--- src/rtl/pdm_pkg.sv ---
// pdm_pkg: shared definitions for the multi-channel PDM modulator.
//   beats_per_word : number of load-bus beats that make up one setpoint word
//   ch_width       : channel-select width, never narrower than one bit
//   COMMIT_IMM / COMMIT_FRAME : commit_mode encodings
package pdm_pkg;

    localparam logic COMMIT_IMM   = 1'b0;
    localparam logic COMMIT_FRAME = 1'b1;

    function automatic int unsigned beats_per_word(input int unsigned width,
                                                   input int unsigned din_w);
        return width / din_w;
    endfunction

    function automatic int unsigned ch_width(input int unsigned channels);
        return (channels > 1) ? $clog2(channels) : 1;
    endfunction

endpackage

--- src/rtl/pdm_channel.sv ---
// pdm_channel: one first-order PDM modulator with its active setpoint register.
//   clk, reset : posedge clock, synchronous active-high reset
//   enable     : 1 = accumulator and output advance, 0 = hold
//   commit     : copy shadow into the active register this cycle
//   shadow     : WIDTH-bit setpoint waiting in the shadow register
//   pdm_out    : registered bitstream (carry out of the accumulator)
module pdm_channel #(
    parameter int unsigned WIDTH = 8
) (
    input  logic             clk,
    input  logic             reset,
    input  logic             enable,
    input  logic             commit,
    input  logic [WIDTH-1:0] shadow,
    output logic             pdm_out
);

    logic [WIDTH-1:0] active;
    logic [WIDTH-1:0] acc;
    logic [WIDTH:0]   sum;

    assign sum = {1'b0, active} + {1'b0, acc};

    // The accumulator is deliberately left untouched on commit so the
    // bitstream stays continuous across setpoint changes.
    always_ff @(posedge clk) begin
        if (reset) begin
            active  <= '0;
            acc     <= '0;
            pdm_out <= 1'b0;
        end else begin
            if (commit) begin
                active <= shadow;
            end
            if (enable) begin
                acc     <= sum[WIDTH-1:0];
                pdm_out <= sum[WIDTH];
            end
        end
    end

endmodule

--- src/rtl/pdm_multichannel.sv ---
// pdm_multichannel: CHANNELS double-buffered PDM modulators loaded over a
// nibble-serial bus, with immediate or frame-synchronised commit.
//   clk, reset   : posedge clock, synchronous active-high reset
//   enable       : runs modulators and frame counter
//   din          : load beat, most significant beat first
//   din_valid    : beat qualifier
//   din_first    : first beat of a word, restarts assembly
//   din_ch       : target channel, sampled on the first beat
//   commit_mode  : COMMIT_IMM or COMMIT_FRAME
//   pdm_out      : per-channel bitstreams
//   frame_tick   : one-cycle pulse when the frame counter wraps
//   pending      : shadow holds an uncommitted word
//   load_overrun : sticky, a pending shadow was overwritten
module pdm_multichannel
    import pdm_pkg::*;
#(
    parameter int unsigned WIDTH    = 8,
    parameter int unsigned CHANNELS = 2,
    parameter int unsigned DIN_W    = 4,
    parameter int unsigned CH_W     = ch_width(CHANNELS)
) (
    input  logic                clk,
    input  logic                reset,
    input  logic                enable,
    input  logic [DIN_W-1:0]    din,
    input  logic                din_valid,
    input  logic                din_first,
    input  logic [CH_W-1:0]     din_ch,
    input  logic                commit_mode,
    output logic [CHANNELS-1:0] pdm_out,
    output logic                frame_tick,
    output logic [CHANNELS-1:0] pending,
    output logic                load_overrun
);

    localparam int unsigned BEATS = beats_per_word(WIDTH, DIN_W);
    localparam int unsigned CNT_W = $clog2(BEATS + 1);
    localparam logic [CNT_W-1:0] CNT_FULL = CNT_W'(BEATS);

    logic [WIDTH-1:0]    asm_word;
    logic [CNT_W-1:0]    beat_cnt;
    logic [CH_W-1:0]     word_ch;
    logic [WIDTH-1:0]    frame_cnt;
    logic [WIDTH-1:0]    shadow [CHANNELS];
    logic                word_done;
    logic [CHANNELS-1:0] shadow_wr;
    logic [CHANNELS-1:0] commit;
    logic [CHANNELS-1:0] overwrite;

    assign word_done  = (beat_cnt == CNT_FULL);
    assign frame_tick = enable && (frame_cnt == '1);

    // A channel select outside 0..CHANNELS-1 matches no lane, so the word
    // is dropped. A shadow write that coincides with a commit does not
    // count as an overrun: the older word reaches the active register.
    always_comb begin
        shadow_wr = '0;
        commit    = '0;
        overwrite = '0;
        for (int unsigned c = 0; c < CHANNELS; c++) begin
            shadow_wr[c] = word_done && (word_ch == CH_W'(c));
            commit[c]    = pending[c] && ((commit_mode == COMMIT_IMM) || frame_tick);
            overwrite[c] = shadow_wr[c] && pending[c] && !commit[c];
        end
    end

    always_ff @(posedge clk) begin
        if (reset) begin
            asm_word <= '0;
            beat_cnt <= '0;
            word_ch  <= '0;
        end else if (din_valid && din_first) begin
            asm_word <= WIDTH'(din);
            beat_cnt <= CNT_W'(1);
            word_ch  <= din_ch;
        end else if (din_valid && (beat_cnt != '0) && (beat_cnt < CNT_FULL)) begin
            asm_word <= (asm_word << DIN_W) | WIDTH'(din);
            beat_cnt <= beat_cnt + CNT_W'(1);
        end else if (word_done) begin
            beat_cnt <= '0;
        end
    end

    // Setting pending wins over clearing it, so a word landing on a
    // frame-tick cycle waits for the following frame.
    always_ff @(posedge clk) begin
        if (reset) begin
            for (int unsigned c = 0; c < CHANNELS; c++) begin
                shadow[c] <= '0;
            end
            pending      <= '0;
            load_overrun <= 1'b0;
            frame_cnt    <= '0;
        end else begin
            for (int unsigned c = 0; c < CHANNELS; c++) begin
                if (shadow_wr[c]) begin
                    shadow[c] <= asm_word;
                end
            end
            pending <= shadow_wr | (pending & ~commit);
            if (|overwrite) begin
                load_overrun <= 1'b1;
            end
            if (enable) begin
                frame_cnt <= frame_cnt + WIDTH'(1);
            end
        end
    end

    for (genvar g = 0; g < CHANNELS; g++) begin : g_ch
        pdm_channel #(
            .WIDTH(WIDTH)
        ) u_channel (
            .clk     (clk),
            .reset   (reset),
            .enable  (enable),
            .commit  (commit[g]),
            .shadow  (shadow[g]),
            .pdm_out (pdm_out[g])
        );
    end

endmodule

--- config.mk ---
export PLATFORM = sky130hd
export DESIGN_NAME = pdm_multichannel
export DESIGN_NICKNAME = d
export VERILOG_FILES = /design/src/rtl/pdm_pkg.sv /design/src/rtl/pdm_channel.sv /design/src/rtl/pdm_multichannel.sv
export SDC_FILE = /design/constraint.sdc
export NUM_CORES = 1
export LEC_CHECK = 0
export CORE_MARGIN = 4
export CORE_UTILIZATION = 54
export DETAILED_ROUTE_END_ITERATION = 12
export PLACE_DENSITY = 0.75
export SYNTH_ARGS = -nofsm -noshare
export SYNTH_HDL_FRONTEND = slang
export SYNTH_SLANG_ARGS = --single-unit
--- constraint.sdc ---
create_clock -name clk -period 1.6 [get_ports clk]
set_input_delay 0.24 -clock clk [delete_from_list [all_inputs] [get_ports clk]]
set_output_delay 0.24 -clock clk [all_outputs]
set_load 0.01 [all_outputs]
==> results.toml <==
[timing]
fmax_mhz = 595
min_period_over_period = 1.05
post-route-min-period_ns = 1.68
relSlewSlack = 0.723
slew_violations = 0
worst-slew-pin-transition_ns = 0.411
setup_violations = 5
setup_ws_ns = -0.0815
finalHoldViolCount = 0
rsz0062_at_grt = "true"
finalClockSkew_ns = 0.00814
setup_tns_ns = -0.219

[detailed_routing]
drt-total-wl_mm = 6.41
via_count = 2580
drtAntennaViolNets = 0
drc_errors = 0
wl_per_cell_um = 13.5
first_pass_iters = 4
via_per_inst = 5.44
drt_iter0_drc = 85

[logic_synthesis]
synthFlopType = "dfxtp_1"
yosys-top-cells-count = "dfxtp_1, nand2b_1, nor2_1, mux2i_1, ha_1"
syn_nets = 378
syn_area_sq_um = 3520
synthCells = 346
yosysMostFrequentCell = "dfxtp_1"
yosys_warnings = 0
yosys.cell_types.count = 50
ys_ff_latch = 72
yosysTopAreaCell = "dfxtp_1"
synth_top_cell_area_share = 0.318
synthArstFlopShare = 0
syn_area_per_cell_sq_um = 10.2
ys_top_cells_by_area = "dfxtp_1, edfxtp_1, mux2i_1, nand2b_1, ha_1"
synth-edff-count = 16
ys_seq_area_frac = 0.455

[clock_tree]
htreeDepth = 3
clk_latency_ns = 0.34
clockBufferDepth = 2
cts.clk_slew.worst_paths_ns = 0.07
cts_root_buf = "clkbuf_8"
cts_buffers = 9
cts_tree = "done"
hold_buffers = 0
cts.sinks = 72

[grt]
track_usage = 0.179
grt.overflow.total = 0
antenna_found_initial = 0
grt_pass1_vias = 2463
grt_max_degree = 35
grt_pass1_wl_mm = 10.9

[critical_path]
cp-endpoint = "g_ch[0].u_channel.acc[6]"
crit_path_end_kind = "register"
arrival_ns = 1.90
worstPathCellList = "ha_4, fa_2, a211oi_4, o21bai_1, a211oi_2, o32ai_1"
r2r_end = "g_ch[0].u_channel.acc[6]"
regToRegStartpoint = "g_ch[0].u_channel.active[0]"
cp-start-kind = "register"
path_class = "reg2reg"
ff2ff_setup_slack_ns = -0.08
critPathMaxFanout = 3
critPathRequiredTime_ns = 1.82
r2r_cells = 6
max_stage_delay_ns = 0.38
cp_slowest_cell = "fa_2"
cp-startpoint = "g_ch[0].u_channel.active[0]"

[layout]
seqCellArea_sq_um = 1610
multiInputGateArea_sq_um = 1950
fillers = 473
finalNonFillerCells = 474
nets = 424
diodes = 0
synthToLayoutAreaGrowth_pct = 23.0
layout-drive-gt1-share = 0.232
final_core_util = 0.682

[pwr]
clkPwrFrac = 0.386
power_density_nw_per_um2 = 821
power_frac_seq = 0.539
ir_worst_vdd_v = 0.000620
switching_share = 0.228
p_sw_mw = 0.811
p_comb_frac = 0.075
internal_power_mw = 2.74
p_total_mw = 3.56
p_leak_nw = 1.68

[placement]
dp_hpwl_mm = 4.43
gp_congestion = 0.816
place_ws_ns = -0.237
numPortBuffers = 16
dp.cells = 453

[die]
die_w_um = 88.8
pin_count = 17
die_h_um = 88.8
core_sq_um = 6350
dieArea_sq_um = 7880
num_rows = 29
start_util = 0.555

[status]
status = "finished with violations"
violations = "setup timing"

[worst_hold_path]
min_path_type = "in2reg"

[run]
drv_cap = 0
[state kept, by name (all words and copies together), names as in the netlist]
| signal | cells |
|---|---|
| frame_cnt | 8 |
| g_ch.u_channel.pdm_out | 2 |
| word_ch | 1 |
| g_ch.u_channel.active | 16 |
| shadow | 16 |
| load_overrun | 1 |
| asm_word | 8 |
| beat_cnt | 2 |
| g_ch.u_channel.acc | 16 |
| pending | 2 |
[cell families after synthesis]
logic type                 synth area share
adders and majority gates            0.0789
xor gates and xnor gates             0.0249
and+or+nand+nor                       0.202
DFF                                   0.455
buffers and inverters                0.0348
AOI/OAI and AO/OA                     0.119
muxes                                0.0856
[metal layers]
metal,part of all wire,vias to the layer above,wire (um),global-route usage
li1,-,1315,-,-
met1,0.48,1216,3060,0.226
met2,0.47,35,3010,0.285
met3,0.030,14,193,0.0456
met4,0.023,0,149,0.0907
met5,0,-,0,0
[power by group through the flow]
stage               Combinational, mW  Sequential (mW)  Clock (mW)
global route                    0.296             1.92        1.49
finish                          0.266             1.92        1.37
global placement                0.247             1.95           0
floorplan                       0.166             1.95           0
detailed placement              0.253             1.95           0
CTS                             0.260             1.92        1.41
[per-stage QoR]
step | hold WS (ns) | cell area (sq um)
2_1_floorplan | 0.387 | 3550
3_3_place_gp | 0.457 | 3970
3_5_place_dp | 0.461 | 3970
4_1_cts | 0.317 | 4260
5_1_grt | 0.333 | 4330
6_report | 0.333 | 4330
[area by class of cell]
cell class / count / share of cell area
Multi-Input combinational cell: 249 / 0.450
Clock inverter: 6 / 0.0139
Clock buffer: 10 / 0.0295
Sequential cell: 72 / 0.373
Tap cell: 77 / 0.0222
Inverter: 8 / 0.00693
Timing Repair Buffer: 52 / 0.105
[cells in the final DEF (no fill, tap or decap), drive strengths merged, types with 2 or more instances in the layout]
master	instances
dfxtp	56
nand2b	39
buf	38
nor2	34
mux2i	29
a21oi	19
ha	19
edfxtp	16
clkdlybuf4s50	14
nand2	12
o21ai	12
clkbuf	10
a211oi	9
inv	8
and2	8
nor3b	8
nand3	7
xnor2	6
a21o	6
xor2	4
and3	4
nor2b	4
o311ai	4
clkinv	4
or4	3
a31oi	3
nand3b	2
fa	2
and4	2
[how the worst min path moves through the flow]
stage	from	end	cells after the start
5_1_grt	reset	word_ch	2
3_5_place_dp	load_overrun	load_overrun	2
2_1_floorplan	din[0]	asm_word[0]	2
4_1_cts	reset	word_ch	2
3_3_place_gp	g_ch[0].u_channel.acc[4]	g_ch[0].u_channel.acc[4]	2
6_report	reset	word_ch	2
[repair_timing]
item | in CTS | in global routing
setup buffers | 3 | 2
setup endpoints to repair | 10 | 33
cloned | 0 | 0
pin swaps | 12 | 11
gates resized for setup | 18 | 16
[worst max-delay path, delay by kind of cell, from the launching register on]
family	cells	cell delay [ns]
DFF	1	0.34
AOI/OAI and AO/OA	4	0.68
adders and majority gates	2	0.54
Note: power is estimated with default switching activity, not from simulation.
